[src/rtl/fir_filter_tdm_mc.sv]
// Time-multiplexed multi-channel FIR filter with one shared MAC.
// Per-channel circular histories share one run-time coefficient set.
module fir_filter_tdm_mc #(
   parameter int INPUT_WIDTH  = 16,
   parameter int COEFF_WIDTH  = 8,
   parameter int OUTPUT_WIDTH = 16,
   parameter int NUM_TAPS     = 16,
   parameter int NUM_CHANNELS = 4,
   parameter int SHIFT        = 7,
   parameter int ROUND        = 1,
   parameter int SATURATE     = 1,
   localparam int CH_W  = (NUM_CHANNELS > 1) ? $clog2(NUM_CHANNELS) : 1,
   localparam int TAP_W = $clog2(NUM_TAPS)
) (
   input  logic                           clk,
   input  logic                           rst,
   input  logic                           valid_in,
   output logic                           ready_in,
   input  logic [CH_W-1:0]                chan_in,
   input  logic signed [INPUT_WIDTH-1:0]  din,
   input  logic                           coef_we,
   input  logic [TAP_W-1:0]               coef_addr,
   input  logic signed [COEFF_WIDTH-1:0]  coef_data,
   output logic                           valid_out,
   output logic [CH_W-1:0]                chan_out,
   output logic signed [OUTPUT_WIDTH-1:0] dout,
   output logic                           overflow
);

   localparam int PW    = INPUT_WIDTH + COEFF_WIDTH;
   localparam int ACC_W = PW + TAP_W;
   localparam int DEPTH = NUM_CHANNELS * NUM_TAPS;
   localparam int HA_W  = (DEPTH > 1) ? $clog2(DEPTH) : 1;
   localparam int OW    = OUTPUT_WIDTH;

   localparam logic signed [ACC_W:0] RND_C =
      (ROUND != 0 && SHIFT > 0) ?
      ((ACC_W+1)'(1) <<< (SHIFT > 0 ? SHIFT - 1 : 0)) : '0;
   localparam logic signed [ACC_W:0] MAXV =
      {{(ACC_W+2-OW){1'b0}}, {(OW-1){1'b1}}};
   localparam logic signed [ACC_W:0] MINV =
      {{(ACC_W+2-OW){1'b1}}, {(OW-1){1'b0}}};
   localparam logic [OW-1:0] OMAX = {1'b0, {(OW-1){1'b1}}};
   localparam logic [OW-1:0] OMIN = {1'b1, {(OW-1){1'b0}}};

   typedef enum logic [1:0] {S_CLEAR, S_IDLE, S_MAC, S_OUT} state_t;

   state_t r_state;
   state_t w_next;

   logic signed [COEFF_WIDTH-1:0] r_coef [NUM_TAPS];
   logic [TAP_W-1:0]              r_ptr  [NUM_CHANNELS];
   logic signed [INPUT_WIDTH-1:0] r_hist [DEPTH];
   logic [CH_W-1:0]               r_ch;
   logic [TAP_W-1:0]              r_base;
   logic [TAP_W-1:0]              r_tap;
   logic signed [ACC_W-1:0]       r_acc;
   logic [CH_W-1:0]               r_clr_ch;
   logic [TAP_W-1:0]              r_clr_tap;
   logic                          r_valid;
   logic [CH_W-1:0]               r_chan_out;
   logic [OW-1:0]                 r_dout;
   logic                          r_ovf;

   logic                    w_ready;
   logic                    w_coef_en;
   logic                    w_clr;
   logic                    w_mac;
   logic                    w_out;
   logic                    w_chan_ok;
   logic                    w_accept;
   logic                    w_clr_last;
   logic                    w_tap_last;
   logic [TAP_W:0]          w_diff;
   logic [TAP_W-1:0]        w_idx;
   logic [TAP_W-1:0]        w_ptr_nxt;
   logic [HA_W-1:0]         w_rd_addr;
   logic [HA_W-1:0]         w_wr_addr;
   logic [HA_W-1:0]         w_clr_addr;
   logic signed [PW-1:0]    w_prod;
   logic signed [ACC_W-1:0] w_prod_x;
   logic signed [ACC_W:0]   w_rnd;
   logic signed [ACC_W:0]   w_shf;
   logic                    w_hi;
   logic                    w_lo;
   logic [OW-1:0]           w_dout;

   // State register
   always_ff @(posedge clk or posedge rst) begin
      if (rst) r_state <= S_CLEAR;
      else     r_state <= w_next;
   end

   // Next-state logic
   always_comb begin
      w_next = r_state;
      unique case (r_state)
         S_CLEAR: if (w_clr_last) w_next = S_IDLE;
         S_IDLE:  if (w_accept)   w_next = S_MAC;
         S_MAC:   if (w_tap_last) w_next = S_OUT;
         S_OUT:   w_next = S_IDLE;
         default: w_next = S_CLEAR;
      endcase
   end

   // State-decoded control strobes
   always_comb begin
      w_ready   = 1'b0;
      w_coef_en = 1'b0;
      w_clr     = 1'b0;
      w_mac     = 1'b0;
      w_out     = 1'b0;
      unique case (r_state)
         S_CLEAR: begin w_clr = 1'b1; w_coef_en = 1'b1; end
         S_IDLE:  begin w_ready = 1'b1; w_coef_en = 1'b1; end
         S_MAC:   w_mac = 1'b1;
         S_OUT:   w_out = 1'b1;
         default: w_clr = 1'b1;
      endcase
   end

   assign w_chan_ok  = int'(chan_in) < NUM_CHANNELS;
   assign w_accept   = w_ready && valid_in && w_chan_ok;
   assign w_clr_last = (r_clr_ch == CH_W'(NUM_CHANNELS - 1)) &&
                       (r_clr_tap == TAP_W'(NUM_TAPS - 1));
   assign w_tap_last = r_tap == TAP_W'(NUM_TAPS - 1);

   assign w_ptr_nxt = (r_ptr[chan_in] == TAP_W'(NUM_TAPS - 1)) ?
                      '0 : r_ptr[chan_in] + TAP_W'(1);

   // Tap k reads the sample k steps older than the newest, modulo NUM_TAPS
   assign w_diff = {1'b0, r_base} - {1'b0, r_tap};
   assign w_idx  = w_diff[TAP_W] ?
                   w_diff[TAP_W-1:0] + TAP_W'(NUM_TAPS) :
                   w_diff[TAP_W-1:0];

   assign w_rd_addr  = HA_W'(int'(r_ch) * NUM_TAPS + int'(w_idx));
   assign w_wr_addr  = HA_W'(int'(chan_in) * NUM_TAPS +
                             int'(r_ptr[chan_in]));
   assign w_clr_addr = HA_W'(int'(r_clr_ch) * NUM_TAPS +
                             int'(r_clr_tap));

   assign w_prod   = r_coef[r_tap] * r_hist[w_rd_addr];
   assign w_prod_x = {{(ACC_W-PW){w_prod[PW-1]}}, w_prod};

   assign w_rnd  = {r_acc[ACC_W-1], r_acc} + RND_C;
   assign w_shf  = w_rnd >>> SHIFT;
   assign w_hi   = w_shf > MAXV;
   assign w_lo   = w_shf < MINV;
   assign w_dout = (SATURATE != 0 && w_hi) ? OMAX :
                   (SATURATE != 0 && w_lo) ? OMIN :
                   w_shf[OW-1:0];

   // Coefficients, pointers, clear sweep and the MAC accumulator
   always_ff @(posedge clk or posedge rst) begin
      if (rst) begin
         for (int i = 0; i < NUM_TAPS; i++) r_coef[i] <= '0;
         for (int i = 0; i < NUM_CHANNELS; i++) r_ptr[i] <= '0;
         r_ch      <= '0;
         r_base    <= '0;
         r_tap     <= '0;
         r_acc     <= '0;
         r_clr_ch  <= '0;
         r_clr_tap <= '0;
      end else begin
         if (w_coef_en && coef_we) r_coef[coef_addr] <= coef_data;
         if (w_clr) begin
            if (r_clr_tap == TAP_W'(NUM_TAPS - 1)) begin
               r_clr_tap <= '0;
               r_clr_ch  <= w_clr_last ? '0 : r_clr_ch + CH_W'(1);
            end else begin
               r_clr_tap <= r_clr_tap + TAP_W'(1);
            end
         end
         if (w_accept) begin
            r_ptr[chan_in] <= w_ptr_nxt;
            r_ch           <= chan_in;
            r_base         <= r_ptr[chan_in];
            r_tap          <= '0;
         end
         if (w_mac) begin
            r_acc <= (r_tap == '0) ? w_prod_x : r_acc + w_prod_x;
            r_tap <= r_tap + TAP_W'(1);
         end
      end
   end

   // History memory: zeroed by the clear sweep, written on accept
   always_ff @(posedge clk) begin
      if (w_clr)         r_hist[w_clr_addr] <= '0;
      else if (w_accept) r_hist[w_wr_addr]  <= din;
   end

   // Output registers, updated only in the OUT state
   always_ff @(posedge clk or posedge rst) begin
      if (rst) begin
         r_valid    <= 1'b0;
         r_chan_out <= '0;
         r_dout     <= '0;
         r_ovf      <= 1'b0;
      end else begin
         r_valid <= w_out;
         if (w_out) begin
            r_chan_out <= r_ch;
            r_dout     <= w_dout;
            r_ovf      <= w_hi | w_lo;
         end
      end
   end

   assign ready_in  = w_ready;
   assign valid_out = r_valid;
   assign chan_out  = r_chan_out;
   assign dout      = r_dout;
   assign overflow  = r_ovf;

endmodule

[config.mk]
export PLATFORM = sky130hd
export DESIGN_NAME = fir_filter_tdm_mc
export DESIGN_NICKNAME = d
export VERILOG_FILES = /design/src/rtl/fir_filter_tdm_mc.sv
export SDC_FILE = /design/constraint.sdc
export NUM_CORES = 2
export LEC_CHECK = 0
export ABC_AREA = 1
export CELL_PAD_IN_SITES_DETAIL_PLACEMENT = 0
export CELL_PAD_IN_SITES_GLOBAL_PLACEMENT = 1
export CORE_ASPECT_RATIO = 0.75
export CORE_UTILIZATION = 35
export CTS_CLUSTER_DIAMETER = 150
export CTS_CLUSTER_SIZE = 14
export DETAILED_ROUTE_END_ITERATION = 8
export PLACE_DENSITY_LB_ADDON = 0.12
export SYNTH_ARGS = -nofsm -noshare
export SYNTH_HDL_FRONTEND = slang
export SYNTH_SLANG_ARGS = --single-unit
[constraint.sdc]
create_clock -name clk -period 11.9 [get_ports clk]
set_input_delay 3.57 -clock clk [delete_from_list [all_inputs] [get_ports clk]]
set_output_delay 3.57 -clock clk [all_outputs]
set_load 0.005 [all_outputs]
Word-level counts from Yosys, hierarchy flattened
Memories as Yosys holds them, arrays and structs flattened.
Cells that the tools add are included.

storage, ports and cells
  bits in registers = 210
  memory bits (writable) = 1,024
  input port bits = 34
  memories = 1

memories
  memory  words  bits a word  rd ports  clocked after memory_dff  write ports  RTL line  source
  r_hist  64     16           1         0                         1            53        logic signed [INPUT_WIDTH-1:0] r_hist [DEPTH];

cells by class
  add/sub/neg operators = 10
  multipliers = 1
  $lt $le $gt $ge = 7
  equal/unequal tests = 10
  multiplexer cells = 37
  bitwise gates (word level) = 4
  reductions and logical operators = 12

operators by type and width
  kind                                                   number
  bitwise mux 128 bit                                    1
  two-way mux 16 bit                                     3
  binary-select mux 8 bit (select 4 bit)                 1
  demux 8 bit (select 4 bit)                             1
  adder 28 x 8 -> 29 bit (second input constant)         1
  adder 28 x 24 -> 28 bit                                1
  two-way mux 28 bit                                     1
  two-way mux 4 bit                                      7
  multiplier 8 x 16 -> 24 bit                            1
  two-way mux 8 bit                                      3
  > comparator 22 x 16 -> 1 bit (second input constant)  1
  < comparator 22 x 16 -> 1 bit (second input constant)  1
  adder 6 x 4 -> 6 bit                                   3
  bitwise mux 16 bit                                     1
  OR reduction 16 bit                                    1
  adder 4 x 1 -> 4 bit (second input constant)           3
  equality test 4 bit (second input constant)            3
  two-way mux 1 bit                                      11
  >= comparator 5 bit (second input constant)            2
  NOT 4 -> 5 bit                                         2
  binary-select mux 4 bit (select 2 bit)                 1
  demux 4 bit (select 2 bit)                             1
  two-way mux 2 bit                                      4
  one-hot mux 2 bit (4 select lines)                     1
  18 further kinds                                       26

Logic depth before layout (Yosys ltp)
  word-level depth = 8
  gate-level depth with buffers = 48
  depth with buffers taken out = 45

Least setup slack after synthesis
No wires, ideal clock.

  kind = register to register
  start point = register r_tap[1]
  end point = register r_acc[27]
  arrival = 7,252 ps
  data required time = 11,782 ps
  path slack = 4,530 ps
  cell stages (with the launch flop) = 44
  clock period less this slack = 7,370 ps
  cell sequence = dfrtp_1 -> buf_2 -> inv_2 -> buf_2 -> fa_1 -> buf_2 -> buf_2 -> buf_1 -> nand3_1 -> a21oi_1 -> o21ai_0 -> o211ai_1 -> nand3_1 -> nand2_2 -> nor2_1 -> fa_1 -> inv_1 -> fa_1 -> [... 8 more ...] -> a21boi_0 -> o21ai_0 -> nand2_1 -> nand3_1 -> and2_1 -> ha_1 -> nand2_1 -> nor2_1 -> inv_1 -> nor3_1 -> and2_1 -> nand2_1 -> nand3_1 -> nand2_1 -> nor2_1 -> nand2_1 -> nand3_1 -> nand2_1

on the way
  word-level cells in the longest chain between the ends = 7
  elaborated cells on any way between the ends = 11
  classes of those cells = 3 x add/sub; 1 x mul; 4 x mux; 1 x bitwise; 1 x reduce/logical; 1 x memory

RTL lines
  element                                                          RTL line  source
  start: declaration                                               56        logic [TAP_W-1:0] r_tap;
  start signal: assignment                                         183       r_tap <= r_tap + TAP_W'(1);
  branches (longest 6 deep; another with adder 28 x 24 -> 28 bit)  n/a
  two-way mux 28 bit *                                             182       r_acc <= (r_tap == '0) ? w_prod_x : r_acc + w_prod_x;
  end signal: assignment                                           182
  end: declaration                                                 57        logic signed [ACC_W-1:0] r_acc;

Mark *: on every way between the ends. The select of a mux whose other input is x is not followed.
A chain may end at the register's enable or synchronous reset.

Worst setup path after layout
  start point = register r_tap[2]
  end point = register r_acc[20]

The elaborated chain is that of the path after synthesis.

==> flow_metrics.py <==
metrics = {
    "routing": {
        "first_pass_iters": 5,
        "wirelength_um": 188000,
        "viasPerCell": 5.16,
        "wl_met3_um": 11800,
        "vias": 41261,
        "dr_wl_met2_um": 77900,
        "first_iter_violations": 4193,
        "ant_nets": 0,
        "wl_per_cell_um": 23.5,
        "met1_length_um": 95000,
        "highest_layer": "met4",
        "drcViolationCount": 0,
    },
    "sta": {
        "clock_skew_ns": 0.0553,
        "setup-tns-final_ns": 0,
        "rsz0062_at_grt": "no",
        "fin_crit_sh_pct": 83.9,
        "period_minus_slack_ns": 9.98,
        "max_freq_mhz": 100,
        "drv_slew": 0,
        "relSlewSlack_pct": 13.6,
        "hold_viol_final": 0,
        "worst_pin_slew_ns": 1.29,
        "setup_viol_count_final": 0,
    },
    "clocking": {
        "cts_root_buffer": "clkbuf_16",
        "clkTransAtPathRegs_ns": 0.08,
        "clockBufferDepth": 3,
        "postCtsSetupRepairBufs": 0,
        "htreeDepth": 3,
        "numCtsBuffers": 98,
        "cts_tree": "built",
        "insertion_delay_ns": 0.77,
        "cts_sinks": 1234,
        "cts_resized": 0,
        "postCtsHoldBufs": 0,
    },
    "global_routing": {
        "antenna_found_initial": 3,
        "grt_pass1_vias": 39655,
        "grt_max_degree": 158,
        "grt_pass1_wl_um": 278000,
        "grt-ovfl-total": 0,
        "grt_util_all_layers_pct": 22.3,
    },
    "place": {
        "dp_hpwl_um": 117000,
        "place_congestion": 0.864,
        "port_buffers": 54,
    },
    "hold_path": {
        "hold_start": "dout[14]",
        "whs_endpoint": "dout[14]",
        "hold_class": "register to register",
        "whs_path_depth": 2,
    },
    "synthesis": {
        "yosysWarnings": 0,
        "synthCells": 5720,
        "syn_area_mm2": 0.0582,
        "synth_edf_count": 1024,
        "ys_seq_elements": 1234,
        "yosysUniqueCellTypes": 45,
        "syn_area_per_cell_um2": 10.2,
        "synth_async_sr_flop_share_pct": 17.0,
        "ys_seq_area_share_pct": 61.8,
        "synth_nets": 5949,
        "synth_flop_cell": "edfxtp_1",
    },
    "worst_setup_path": {
        "critPathKind": "register to register",
        "worstSetupStartpointType": "register",
        "crit_fanout": 50,
        "worst_ep_arrival_time_ns": 10.61,
        "path_buf_inv": 8,
        "critPathSlowestCell": "o31ai_1",
        "rr_endpoint": "r_acc[20]",
        "critPathCaptureType": "register",
        "crit_family": "adder cells",
        "rr_startpoint": "r_tap[2]",
        "cpMostUsedCell": "nand2_1",
        "rrSetupSlack_ns": 1.92,
        "worst_path_largest_cell_delay_ns": 0.64,
        "r2r_cells": 38,
        "cp.required_ns": 12.53,
    },
    "floorplanning": {
        "coreArea_mm2": 0.165,
        "num_rows": 129,
        "die_h_um": 355,
        "die_w_um": 473,
        "start_util_pct": 35.3,
        "fp.dieArea_mm2": 0.168,
        "ioPinCount": 55,
    },
    "finish": {
        "layout_common_cells": "nand2_1, edfxtp_1, nand3_1, inv_1, nor2_1",
        "final_layout_size_suffix_gt1_share_pct": 5.76,
        "seq_area_mm2": 0.0360,
        "fin_nets": 5958,
        "multi_input_area_mm2": 0.0198,
        "area_growth_pct": 10.5,
        "n_fill_cell": 16187,
        "layout_commonest_cell": "nand2_1",
    },
    "run_status": {
        "outcome": "complete, no violations",
    },
    "run": {
        "maxCapViolations": 0,
    },
}
==> registers in the layout, indices dropped and copies added (netlist names) <==
signal and cells:
r_acc 28, r_clr_ch 2, chan_out 2, dout 16, r_hist 1024, r_coef 128
r_clr_tap 4, r_base 4, valid_out 1, r_state 2, overflow 1, r_ch 2
r_ptr 16, r_tap 4
==> per-layer routing <==
metal	GRT usage, %	vias up
met5	0	-
met3	4.04	159
met1	35.1	20494
li1	-	19484
met2	31.9	1124
met4	3.90	0
==> tightest hold or removal path: cells and delay by family (launching register included) <==
| kind | cells | cell delay, ns |
|---|---|---|
| flip-flops | 1 | 0.35 |
| AND/OR/NAND/NOR | 2 | 0.10 |
==> kinds of logic after synthesis <==
group           count (synthesis)  share of synthesized area, %
simple gates                 3019                          21.5
fa+ha+maj                     195                          5.56
xor+xnor                       41                         0.617
flops                        1234                          61.8
buf+inv                       611                          4.50
mux                             1                        0.0193
compound gates                619                          5.95
==> layout make-up <==
cell class	count	area share (%)
inverter	310	1.86
timing repair buffer	210	2.95
clock inverter	7	0.138
multi-input combinational	3875	30.8
clock buffer	128	4.02
tap	2227	4.33
sequential	1234	55.9
antenna	5	0.0194
==> worst max path at each step <==
stage	slack (ns)	start	endpoint	cells after the start
after floorplan	2.59	rst	chan_out[0]	1
final	1.92	r_tap[2]	r_acc[20]	38
after CTS	2.05	r_tap[2]	r_acc[20]	38
after detailed placement	2.07	r_tap[2]	r_acc[20]	38
after global placement	1.93	r_tap[2]	r_acc[20]	38
after global routing	1.30	r_tap[2]	r_acc[20]	39
==> stage by stage <==
step                      std cells  worst slack, ns  instance area (um^2)  utilization (%)  hold WS, ns
after floorplan                5720             2.59                 58200                -        0.453
after global routing           7992             1.30                 64400             39.0        0.496
after detailed placement       7856             2.07                 61700             37.4        0.467
final                          7996             1.92                 64400             39.0        0.479
after global placement         7856             1.93                 61700             37.4        0.466
after CTS                      7991             2.05                 64400             39.0        0.488
==> cell usage after synthesis, types with 2 or more instances <==
master	instances	area (um^2)
inv_2	8	30.0
buf_4	24	180
buf_2	163	816
nor2_2	3	18.8
o211ai_1	33	248
edfxtp_1	1024	30700
o21ai_0	231	1160
a22o_1	2	17.5
inv_1	298	1120
and2_1	7	43.8
o21ai_1	8	40.0
nor2_1	310	1160
a21boi_0	3	22.5
a21oi_1	257	1290
nand2_2	14	87.6
dfrtp_1	210	5260
clkinv_1	3	11.3
nand2_1	1814	6810
a21o_1	3	22.5
buf_6	4	45.0
a221o_1	20	200
xor2_1	28	245
or2_2	6	37.5
o21ai_2	2	17.5
fa_1	106	2120
a31oi_1	8	50.1
buf_1	20	75.1
o31ai_1	29	218
xnor2_1	13	114
o21bai_1	10	75.1
nand3b_1	5	37.5
nand3_1	819	4100
nor4_1	3	18.8
a22oi_1	3	22.5
clkbuf_1	90	338
nor3_1	15	75.1
nand4_1	22	138
ha_1	89	1110
a221oi_1	2	17.5
a32o_1	6	60.1
Power is left out: the tool's default activity adds up to more than one toggle a clock period on the data nets, which glitch-free logic cannot reach.
